$ cat src/rtl/pwm_servo_decoder.sv
// pwm_servo_decoder
//   Measures an asynchronous PWM / servo pulse train: high width, rise-to-rise
//   period and duty = floor(high * 2^R / period), saturated to 2^R.
//
//   Ports
//     clk        system clock, all flops on rising edge
//     rst        asynchronous active-low reset
//     pwm_in     asynchronous pulse train
//     duty       last measured duty, R+1 bits
//     high_time  last measured high width in clk cycles
//     period     last measured rise-to-rise period in clk cycles
//     valid      one-cycle strobe when duty/high_time/period update
//     timeout    level, set when no edge is seen for TIMEOUT cycles,
//                cleared by the next valid
//     overrun    one-cycle strobe when a measurement is dropped because the
//                divider is still busy
module pwm_servo_decoder #(
  parameter int unsigned R       = 8,
  parameter int unsigned CW      = 24,
  parameter int unsigned TIMEOUT = 5000000
) (
  input  logic          clk,
  input  logic          rst,
  input  logic          pwm_in,
  output logic [R:0]    duty,
  output logic [CW-1:0] high_time,
  output logic [CW-1:0] period,
  output logic          valid,
  output logic          timeout,
  output logic          overrun
);

  localparam int unsigned TW = $clog2(TIMEOUT + 1);
  localparam int unsigned DW = $clog2(R + 2);
  localparam logic [R:0] DUTY_FULL = {1'b1, {R{1'b0}}};

  typedef enum logic [1:0] {ARM, HIGH, LOW} state_t;

  state_t        state, state_nxt;
  logic          s1, s2, s3;
  logic          rise, fall;
  logic [CW-1:0] hcnt, hcnt_nxt;
  logic [CW-1:0] pcnt, pcnt_nxt;
  logic [CW-1:0] hi_lat, hi_lat_nxt;
  logic [TW-1:0] idle_cnt;
  logic          idle_hit;
  logic          handoff;

  logic          div_busy;
  logic [DW-1:0] div_cnt;
  logic [CW-1:0] div_rem;
  logic [CW-1:0] div_dvsr;
  logic [CW-1:0] div_high;
  logic [R:0]    div_sh;
  logic [R-1:0]  div_q;
  logic          div_sat;
  logic [CW:0]   trial;
  logic [CW:0]   sub;
  logic          q_bit;
  logic [CW-1:0] rem_nxt;
  logic          div_last;

  function automatic logic [CW-1:0] sat_inc(input logic [CW-1:0] v);
    return (v == '1) ? v : v + CW'(1);
  endfunction

  assign rise = s2 & ~s3;
  assign fall = ~s2 & s3;

  // Fires on the cycle the edge-free count would reach TIMEOUT.
  assign idle_hit = ~(rise | fall) && (idle_cnt == TW'(TIMEOUT - 1));

  always_comb begin
    state_nxt  = state;
    hcnt_nxt   = hcnt;
    pcnt_nxt   = pcnt;
    hi_lat_nxt = hi_lat;
    handoff    = 1'b0;
    case (state)
      ARM: begin
        if (rise) begin
          state_nxt = HIGH;
          hcnt_nxt  = CW'(1);
          pcnt_nxt  = CW'(1);
        end
      end
      HIGH: begin
        hcnt_nxt = sat_inc(hcnt);
        pcnt_nxt = sat_inc(pcnt);
        if (fall) begin
          hi_lat_nxt = hcnt;
          state_nxt  = LOW;
        end
      end
      LOW: begin
        pcnt_nxt = sat_inc(pcnt);
        if (rise) begin
          handoff   = 1'b1;
          state_nxt = HIGH;
          hcnt_nxt  = CW'(1);
          pcnt_nxt  = CW'(1);
        end
      end
      default: state_nxt = ARM;
    endcase
    if (idle_hit) begin
      state_nxt = ARM;
      hcnt_nxt  = '0;
      pcnt_nxt  = '0;
    end
  end

  always_ff @(posedge clk or negedge rst) begin
    if (!rst) begin
      s1       <= 1'b0;
      s2       <= 1'b0;
      s3       <= 1'b0;
      state    <= ARM;
      hcnt     <= '0;
      pcnt     <= '0;
      hi_lat   <= '0;
      idle_cnt <= '0;
    end else begin
      s1     <= pwm_in;
      s2     <= s1;
      s3     <= s2;
      state  <= state_nxt;
      hcnt   <= hcnt_nxt;
      pcnt   <= pcnt_nxt;
      hi_lat <= hi_lat_nxt;
      if (rise | fall)
        idle_cnt <= '0;
      else if (idle_cnt != TW'(TIMEOUT))
        idle_cnt <= idle_cnt + TW'(1);
    end
  end

  // Restoring division of (high << R) by period. When high < period the
  // quotient fits R bits, so the remainder starts as high >> 1 (dividend bits
  // above the quotient window) and the remaining R+1 dividend bits, high[0]
  // followed by R zeros, are shifted in one per iteration.
  assign trial    = {div_rem, div_sh[R]};
  assign sub      = trial - {1'b0, div_dvsr};
  assign q_bit    = ~sub[CW];
  assign rem_nxt  = q_bit ? sub[CW-1:0] : trial[CW-1:0];
  assign div_last = div_busy && (div_cnt == DW'(1));

  always_ff @(posedge clk or negedge rst) begin
    if (!rst) begin
      div_busy  <= 1'b0;
      div_cnt   <= '0;
      div_rem   <= '0;
      div_dvsr  <= '0;
      div_high  <= '0;
      div_sh    <= '0;
      div_q     <= '0;
      div_sat   <= 1'b0;
      duty      <= '0;
      high_time <= '0;
      period    <= '0;
      valid     <= 1'b0;
      timeout   <= 1'b0;
      overrun   <= 1'b0;
    end else begin
      valid   <= 1'b0;
      overrun <= handoff && div_busy;
      if (div_busy) begin
        div_rem <= rem_nxt;
        div_sh  <= {div_sh[R-1:0], 1'b0};
        div_q   <= {div_q[R-2:0], q_bit};
        div_cnt <= div_cnt - DW'(1);
        if (div_last) begin
          div_busy  <= 1'b0;
          valid     <= 1'b1;
          duty      <= div_sat ? DUTY_FULL : {div_q, q_bit};
          high_time <= div_high;
          period    <= div_dvsr;
        end
      end else if (handoff) begin
        // Handoff cycle doubles as the divider load cycle.
        div_busy <= 1'b1;
        div_cnt  <= DW'(R + 1);
        div_rem  <= hi_lat >> 1;
        div_sh   <= {hi_lat[0], {R{1'b0}}};
        div_q    <= '0;
        div_dvsr <= pcnt;
        div_high <= hi_lat;
        div_sat  <= (hi_lat >= pcnt);
      end
      if (idle_hit)
        timeout <= 1'b1;
      else if (div_last)
        timeout <= 1'b0;
    end
  end

endmodule
$ cat config.mk
export PLATFORM = sky130hd
export DESIGN_NAME = pwm_servo_decoder
export DESIGN_NICKNAME = d
export VERILOG_FILES = /design/src/rtl/pwm_servo_decoder.sv
export SDC_FILE = /design/constraint.sdc
export NUM_CORES = 1
export LEC_CHECK = 0
export CAP_MARGIN = 10
export CORE_MARGIN = 3
export CORE_UTILIZATION = 45
export CTS_CLUSTER_SIZE = 40
export DETAILED_ROUTE_END_ITERATION = 12
export DONT_BUFFER_PORTS = 1
export GPL_TIMING_DRIVEN = 0
export SYNTH_ARGS = -nofsm -noshare
export SYNTH_HDL_FRONTEND = slang
export SYNTH_SLANG_ARGS = --single-unit
$ cat constraint.sdc
create_clock -name clk -period 3.81 [get_ports clk]
set_input_delay 0.762 -clock clk [delete_from_list [all_inputs] [get_ports clk]]
set_output_delay 0.762 -clock clk [all_outputs]
set_load 0.1 [all_outputs]
==> summary.txt, run 1 <==
Status
  • Status: complete, but fails checks
  • Violated checks: negative hold slack

Route
  • DRT antenna net count: 0
  • DR iter-0 viols: 726
  • DRT Wirelength: around 32000 µm
  • Avg WL per Cell: 18.13 µm
  • Router iterations before antenna repair: 5
  • Vias: slightly below 10000
  • # DRC: 0
  • Via-per-instance ratio: approximately 5.5

Yosys
  • Mapped cell area: ~13000 µm²
  • Ys Warns: 0
  • Top FF cell, synth: dfrtp_1
  • Yosys top cell by area: dfrtp_1
  • Post-Synthesis Cells: 1320
  • Syn nets: 1384
  • Asr flop ratio synth: 1.000
  • Sequential cell area fraction in the yosys report: 0.4825
  • Post-synth EDFFs: 0
  • Synth Register Bits: 247
  • Top cells by area, synth: dfrtp_1 48%, nand2_1 6.4%, ha_1 5.9%, mux2_2 4.1%, o21ai_0 3.6%
  • Synthesized area per cell: 9.705 µm²
  • Unique masters post-synth: just over 70
  • Proportion of netlist area held by the largest area contributor: 0.4825

Floorplan
  • Initial Util: 0.4586
  • Row count: 61
  • Die Span X: 174.7 µm
  • I/O pin count: 63
  • Core area: 27930 µm²
  • Die H: 174.7 µm
  • Die area: between 30000 and 40000 µm²

Placed design
  • DP Area: 13280 µm²
  • Hpwl dp: 23060 µm
  • Port Buffers: 0
  • Gpl congestion: approximately 0.9

STA
  • Slew Viols, Final: 0
  • Worst clock skew: 0.02403 ns
  • Maximum clock frequency: 286.3 MHz
  • Slew HR: 0.2892
  • # setup viols final: 0
  • Crit share post-route: 0.9167
  • RSZ-0062 raised after global routing: false
  • Sum of negative setup slack: 0 ns
  • Worst slew pin tran: about 1.1 ns
  • Hold_ws: -0.09536 ns
  • Fin crit period: 3.493 ns
  • Final hold violation count: 212

GRT
  • Grt ovf: 0
  • Largest net degree at the start of global routing: about 250
  • First-pass GRT wire length: 51690 µm
  • Vias in the first global route: ~9500
  • GRT Total Usage: 0.2101
  • Initial antenna violation count: 0

Critical path
  • Crit path max fanout: 9
  • FF-to-FF setup slack: 0.32 ns
  • Startpoint Class: flop
  • Crit Reg-Reg Endpoint: div_sat
  • RR Startpoint: state[0]
  • Worst EP arrival: about 3.9 ns
  • Data required, critical path: 4.23 ns
  • Setup CP Type: flop to flop
  • FF-to-FF path depth: 10
  • Critical Path End Type: flop

Power
  • Power per cell area: slightly above 700 nW/µm²
  • VDD IR max: 0.3014 mV
  • Leak: around 0.0065 µW

Clocking
  • CTS root buffer: clkbuf_16
  • Max H-tree Level: 1
  • Clock Path Buffers: 3
  • Clk_lat worst skew: 0.55 ns
  • CTS tree: built
  • CTS Buf Count: 29
  • Clock transition at path regs: 0.06 ns
  • CTS sink count: between 200 and 250

Cells and area
  • Share of cells above drive strength 1: 0.08303
  • P&R area growth vs syn: 11.36%
  • Ant. Diodes: 0
  • Commonest cells after routing, fill and taps aside: 247 x dfrtp_1, 217 x nand2_1, 91 x o21ai_0, 70 x inv_1, 66 x nor2_1
  • Total Nets Final: 1415
  • Layout fillers: 2647
  • Finished Cell Area: 14270 µm²
  • Most common cell after layout, fill and taps aside: dfrtp_1

Worst hold path
  • Min-delay worst type: primary input to async pin

Run
  • MaxCap Viol Count: 0
[report_power, final]
group          total [µW]  leakage (µW)  internal, µW  switching [µW]
clock network        2830      0.000477          1720            1120
registers            3750       0.00333          2970             778
logic                3540       0.00270          1450            2090
[through the flow]
stage | hold WS [ns] | util | std cells | setup WS [ns] | total power, µW
global route | -0.1205 | 0.5107 | 1751 | 0.006370 | 10740
CTS | -0.1183 | 0.5107 | 1751 | 0.2781 | 10170
detailed placement | 0.3358 | 0.4755 | 1698 | 0.2934 | 7292
finish | -0.09536 | 0.5107 | 1751 | 0.3174 | 10120
floorplan | 0.3312 | - | 1320 | 0.9686 | 6424
global placement | 0.3349 | 0.4755 | 1698 | 0.2835 | 7238
[cell families (layout without fill, tap and decap cells)]
logic type      Yosys count  count (layout)  share of synthesized area
simple gates            486             486                     0.1821
compound gates          249             249                     0.1229
xor+xnor                 68              68                    0.04708
fa+ha+maj                61              61                    0.06016
mux                      78              78                    0.06553
buf+inv                 131             184                    0.03985
flops                   247             247                     0.4825
[final cells by class]
type	instances	area, µm²	area share
inverter	71	266.5	0.01868
multi-input combinational	942	6120	0.4290
tap	378	473.0	0.03315
buffer	60	244.0	0.01710
clock buffer	40	827.0	0.05797
sequential	247	6181	0.4333
clock inverter	13	155.1	0.01088
[synth_stat cells, types with 3 or more instances]
library cell / n
a21oi_1: 53
xor2_1: 16
o221ai_1: 3
o22ai_1: 4
nor4_1: 6
o21a_1: 5
and2_1: 23
o21bai_1: 3
nor3b_1: 3
a21o_1: 19
o211ai_1: 3
clkbuf_1: 52
dfrtp_1: 247
nand2b_1: 11
and4_1: 6
mux2i_1: 31
nand3b_1: 4
nand4_1: 18
nor3_1: 19
inv_1: 70
a31oi_1: 7
o31ai_1: 5
or2_2: 5
or3_1: 8
nor2_1: 66
o21ai_0: 91
nand3_1: 41
buf_1: 5
and3_1: 28
a21boi_0: 4
a211oi_1: 24
mux2_2: 47
o31a_1: 3
nor2b_1: 15
nand2_1: 217
ha_1: 60
o41ai_1: 4
nor4b_1: 3
xnor2_1: 51
a41oi_1: 3
[repair_timing]
item,in CTS,in global routing
endpoints found under the setup margin,0,0
setup buffers,0,0
gates resized for setup,0,0
endpoints found under the hold margin,247,247
[state kept, by name, summed over array words and instances (netlist names), 2 cells and up]
name	count
div_cnt	4
div_dvsr	24
div_high	24
div_q	8
div_rem	24
duty	9
hcnt	24
hi_lat	24
high_time	24
idle_cnt	23
pcnt	24
period	24
state	2
[layer usage]
layer / global-route usage / part of all wire / vias to the layer above
li1: - / - / 4656
met1: 0.2969 / 0.46 / 4744
met2: 0.3413 / 0.46 / 208
met3: 0.02738 / 0.045 / 57
met4: 0.06051 / 0.030 / 0
met5: 0 / 0 / -
[worst max path at each step]
stage                startpoint    endpoint  depth (start not counted)  slack [ns]
detailed placement     state[0]     div_sat                         10        0.29
global placement       state[0]     div_sat                         10        0.28
floorplan           div_dvsr[0]  div_rem[2]                         12        0.97
CTS                    state[0]     div_sat                         10        0.28
global route           state[0]     div_sat                         10       0.006
finish                 state[0]     div_sat                         10        0.32
[worst max-delay path, stage by stage (launching register included)]
cell and delay (ns):
dfrtp_1 0.41, inv_1 0.09, ha_1 0.14, clkbuf_1 0.36
and2_1 0.19, clkbuf_1 0.49, nand2b_1 0.26, a2111oi_0 0.70
o2111ai_1 0.32, a211oi_1 0.35, a21oi_1 0.07
Note: power is estimated with default switching activity, not from simulation.
==> run 2: changes to the inputs <==
- ABC_AREA: unset -> 1
- CTS_CLUSTER_DIAMETER: unset -> 120
==> run 2 against run 1 <==
The run still ends with negative hold slack left. Clock power fell by 46%. Critical path depth increased by 5. Count of clock-buffer cells in the layout down 28. Sequential power down 2%. Global-route usage increased by 2.4 points. Clock skew about the same.
==> summary.txt, run 2 <==
Yosys
  • Ys Warns: 0 (unchanged)
  • Syn nets: 1896 (was 1384)
  • Post-synth EDFFs: 0 (unchanged)
  • Mapped cell area: 13890 µm² (was 12810 µm²)
  • Proportion of netlist area held by the largest area contributor: 0.4451 (was 0.4825)
  • Top cells by area, synth: dfrtp_1 45%, nand2_1 15%, o21ai_0 6.7%, inv_1 6.6%, ha_1 5.4% (was dfrtp_1 48%, nand2_1 6.4%, ha_1 5.9%, mux2_2 4.1%, o21ai_0 3.6%)
  • Unique masters post-synth: 51 (was 72)
  • Top-count cell post-synth: nand2_1 (was dfrtp_1)
  • Commonest cells post-synth: 552 x nand2_1, 247 x dfrtp_1, 246 x inv_1, 185 x o21ai_0, 113 x nor2_1 (was 247 x dfrtp_1, 217 x nand2_1, 91 x o21ai_0, 70 x inv_1, 66 x nor2_1)
  • Asr flop ratio synth: 1.000 (unchanged)
  • Yosys top cell by area: dfrtp_1 (unchanged)
  • Post-Synthesis Cells: 1832 (was 1320)
  • Sequential cell area fraction in the yosys report: 0.4451 (was 0.4825)
  • Synth Register Bits: 247 (unchanged)
  • Top FF cell, synth: dfrtp_1 (unchanged)
  • Synthesized area per cell: 7.580 µm² (was 9.705 µm²)

Power
  • Leak: 0.007046 µW (was 0.006510 µW)
  • Power per cell area: 658.5 nW/µm² (was 709.5 nW/µm²)
  • VDD IR max: 0.3436 mV (was 0.3014 mV)

Critical path
  • FF-to-FF setup slack: 1.02 ns (was 0.32 ns)
  • Setup CP Type: flop to flop (unchanged)
  • Worst Setup EP: div_rem[23] (was div_sat)
  • Critical Path End Type: flop (unchanged)
  • Crit Reg-Reg Endpoint: div_rem[23] (was div_sat)
  • Crit path max fanout: 10 (was 9)
  • Worst EP arrival: 3.15 ns (was 3.92 ns)
  • CP startpoint: div_sh[8] (was state[0])
  • RR Startpoint: div_sh[8] (was state[0])
  • FF-to-FF path depth: 15 (was 10)
  • Startpoint Class: flop (unchanged)
  • Data required, critical path: 4.17 ns (was 4.23 ns)

Route
  • # DRC: 0 (unchanged)
  • Router iterations before antenna repair: 5 (unchanged)
  • DR iter-0 viols: 999 (was 726)
  • Vias: 11890 (was 9665)
  • DRT antenna net count: 0 (unchanged)
  • DRT Wirelength: 39370 µm (was 31750 µm)
  • Via-per-instance ratio: 5.309 (was 5.520)
  • Avg WL per Cell: 17.58 µm (was 18.13 µm)

GRT
  • Initial antenna violation count: 0 (unchanged)
  • First-pass GRT wire length: 62400 µm (was 51690 µm)
  • GRT Total Usage: 0.2346 (was 0.2101)
  • Vias in the first global route: 11250 (was 9461)
  • Grt ovf: 0 (unchanged)
  • Largest net degree at the start of global routing: 248 (unchanged)

STA
  • # setup viols final: 0 (unchanged)
  • Slew Viols, Final: 0 (unchanged)
  • Slew HR: 0.3406 (was 0.2892)
  • Worst slew pin tran: 0.9891 ns (was 1.051 ns)
  • Sum of negative setup slack: 0 ns (unchanged)
  • Maximum clock frequency: 358.7 MHz (was 286.3 MHz)
  • Worst clock skew: 0.02438 ns (was 0.02403 ns)
  • RSZ-0062 raised after global routing: false (unchanged)
  • Final hold violation count: 117 (was 212)
  • Crit share post-route: 0.7318 (was 0.9167)
  • Hold_ws: -0.05044 ns (was -0.09536 ns)
  • Fin crit period: 2.788 ns (was 3.493 ns)
  • Setup ws final: 1.022 ns (was 0.3174 ns)

Cells and area
  • Reg area: 6181 µm² (unchanged)
  • Ant. Diodes: 0 (unchanged)
  • P&R area growth vs syn: 6.388% (was 11.36%)
  • Total Nets Final: 1910 (was 1415)
  • Share of cells above drive strength 1: 0.04705 (was 0.08303)
  • Commonest cells after routing, fill and taps aside: 552 x nand2_1, 247 x dfrtp_1, 246 x inv_1, 185 x o21ai_0, 113 x nor2_1 (was 247 x dfrtp_1, 217 x nand2_1, 91 x o21ai_0, 70 x inv_1, 66 x nor2_1)
  • Multi-input gate area: 6460 µm² (was 6120 µm²)
  • Layout fillers: 2965 (was 2647)
  • Most common cell after layout, fill and taps aside: nand2_1 (was dfrtp_1)

Clocking
  • CTS tree: built (unchanged)
  • Post-CTS Setup Bufs: 0 (unchanged)
  • CTS root buffer: clkbuf_16 (unchanged)
  • Clock Path Buffers: 3 (unchanged)
  • CTS Buf Count: 11 (was 29)
  • Clock transition at path regs: 0.15 ns (was 0.06 ns)
  • CTS sink count: 247 (unchanged)
  • Clk_lat worst skew: 0.51 ns (was 0.55 ns)
  • Max H-tree Level: 1 (unchanged)

Placed design
  • Placement-stage worst setup slack: 1.058 ns (was 0.2934 ns)
  • Port Buffers: 0 (unchanged)
  • Gpl congestion: 0.9550 (was 0.9096)
  • Hpwl dp: 30050 µm (was 23060 µm)

Status
  • Violated checks: negative hold slack (unchanged)
  • Status: complete, but fails checks (unchanged)

Floorplan
  • Die H: 181.7 µm (was 174.7 µm)
  • I/O pin count: 63 (unchanged)
  • Core area: 30030 µm² (was 27930 µm²)
  • Initial Util: 0.4624 (was 0.4586)
  • Die area: 33000 µm² (was 30530 µm²)
  • Die Span X: 181.7 µm (was 174.7 µm)
  • Row count: 63 (was 61)

Run
  • MaxCap Viol Count: 0 (unchanged)

Worst hold path
  • Min-delay worst type: primary input to async pin (unchanged)
==> run 2: repair_timing <==
item                       4_1_cts  5_1_grt
setup endpoints to repair        0        0
gates resized for setup          0        0
hold endpoints to repair       247       91
==> run 2: logic make-up (layout without fill, tap and decap cells) <==
family,count (synthesis),after routing,share of synthesized area
xor gates and xnor gates,27,27,0.01703
muxes,2,2,0.001622
buffers and inverters,313,330,0.08974
DFF,247,247,0.4451
and+or+nand+nor,888,888,0.2765
AOI/OAI and AO/OA,294,294,0.1145
adders and majority gates,61,61,0.05550
==> run 2: metal layers <==
layer,wire length (µm),track usage
met1,17710,0.3220
met2,18930,0.4013
met3,1531,0.02003
met4,1197,0.06185
met5,0,0
==> run 2: stage by stage <==
| stage | power (µW) | cells | util | instance area, µm² |
|---|---|---|---|---|
| 6_report | 9729 | 2239 | 0.4919 | 14770 |
| 5_1_grt | 10450 | 2239 | 0.4919 | 14770 |
| 4_1_cts | 9721 | 2238 | 0.4910 | 14750 |
| 3_5_place_dp | 8182 | 2222 | 0.4786 | 14380 |
| 3_3_place_gp | 8151 | 2222 | 0.4786 | 14380 |
| 2_1_floorplan | 6945 | 1832 | - | 13890 |
==> run 2: worst min-delay path by stage <==
stage               start         to  slack (ns)
floorplan              s1         s2        0.33
global placement       s1         s2        0.34
detailed placement     s1         s2        0.33
CTS                   rst  period[7]       -0.07
global route          rst  period[2]       -0.08
finish                rst  period[2]       -0.05
==> run 2: final cells by class <==
class | count | area share
Inverter | 252 | 0.06411
Sequential cell | 247 | 0.4184
Clock inverter | 4 | 0.006267
Buffer | 61 | 0.02024
Timing Repair Buffer | 1 | 0.001863
Multi-Input combinational cell | 1272 | 0.4372
Clock buffer | 12 | 0.01889
Tap cell | 390 | 0.03303
==> run 2: worst max-delay path, cell delays in order (launching register included) <==
cell and delay [ns]:
dfrtp_1 0.39, inv_1 0.09, ha_1 0.15, inv_1 0.07
fa_1 0.41, nand3_1 0.09, nand2_1 0.11, nand2_1 0.09
nand2_1 0.15, nand2_1 0.15, nand4_1 0.11, nand2_2 0.18
buf_2 0.32, nand2_1 0.12, nand3_1 0.09, o21ai_0 0.10
==> run 2: report_power, final <==
| group | total, µW | internal (µW) | leakage (µW) | switching (µW) |
|---|---|---|---|---|
| logic | 4530 | 1480 | 0.00352 | 3050 |
| clock network | 1540 | 586 | 0.000174 | 953 |
| registers | 3660 | 2960 | 0.00336 | 698 |
| total | 9730 | 5020 | 0.00705 | 4700 |
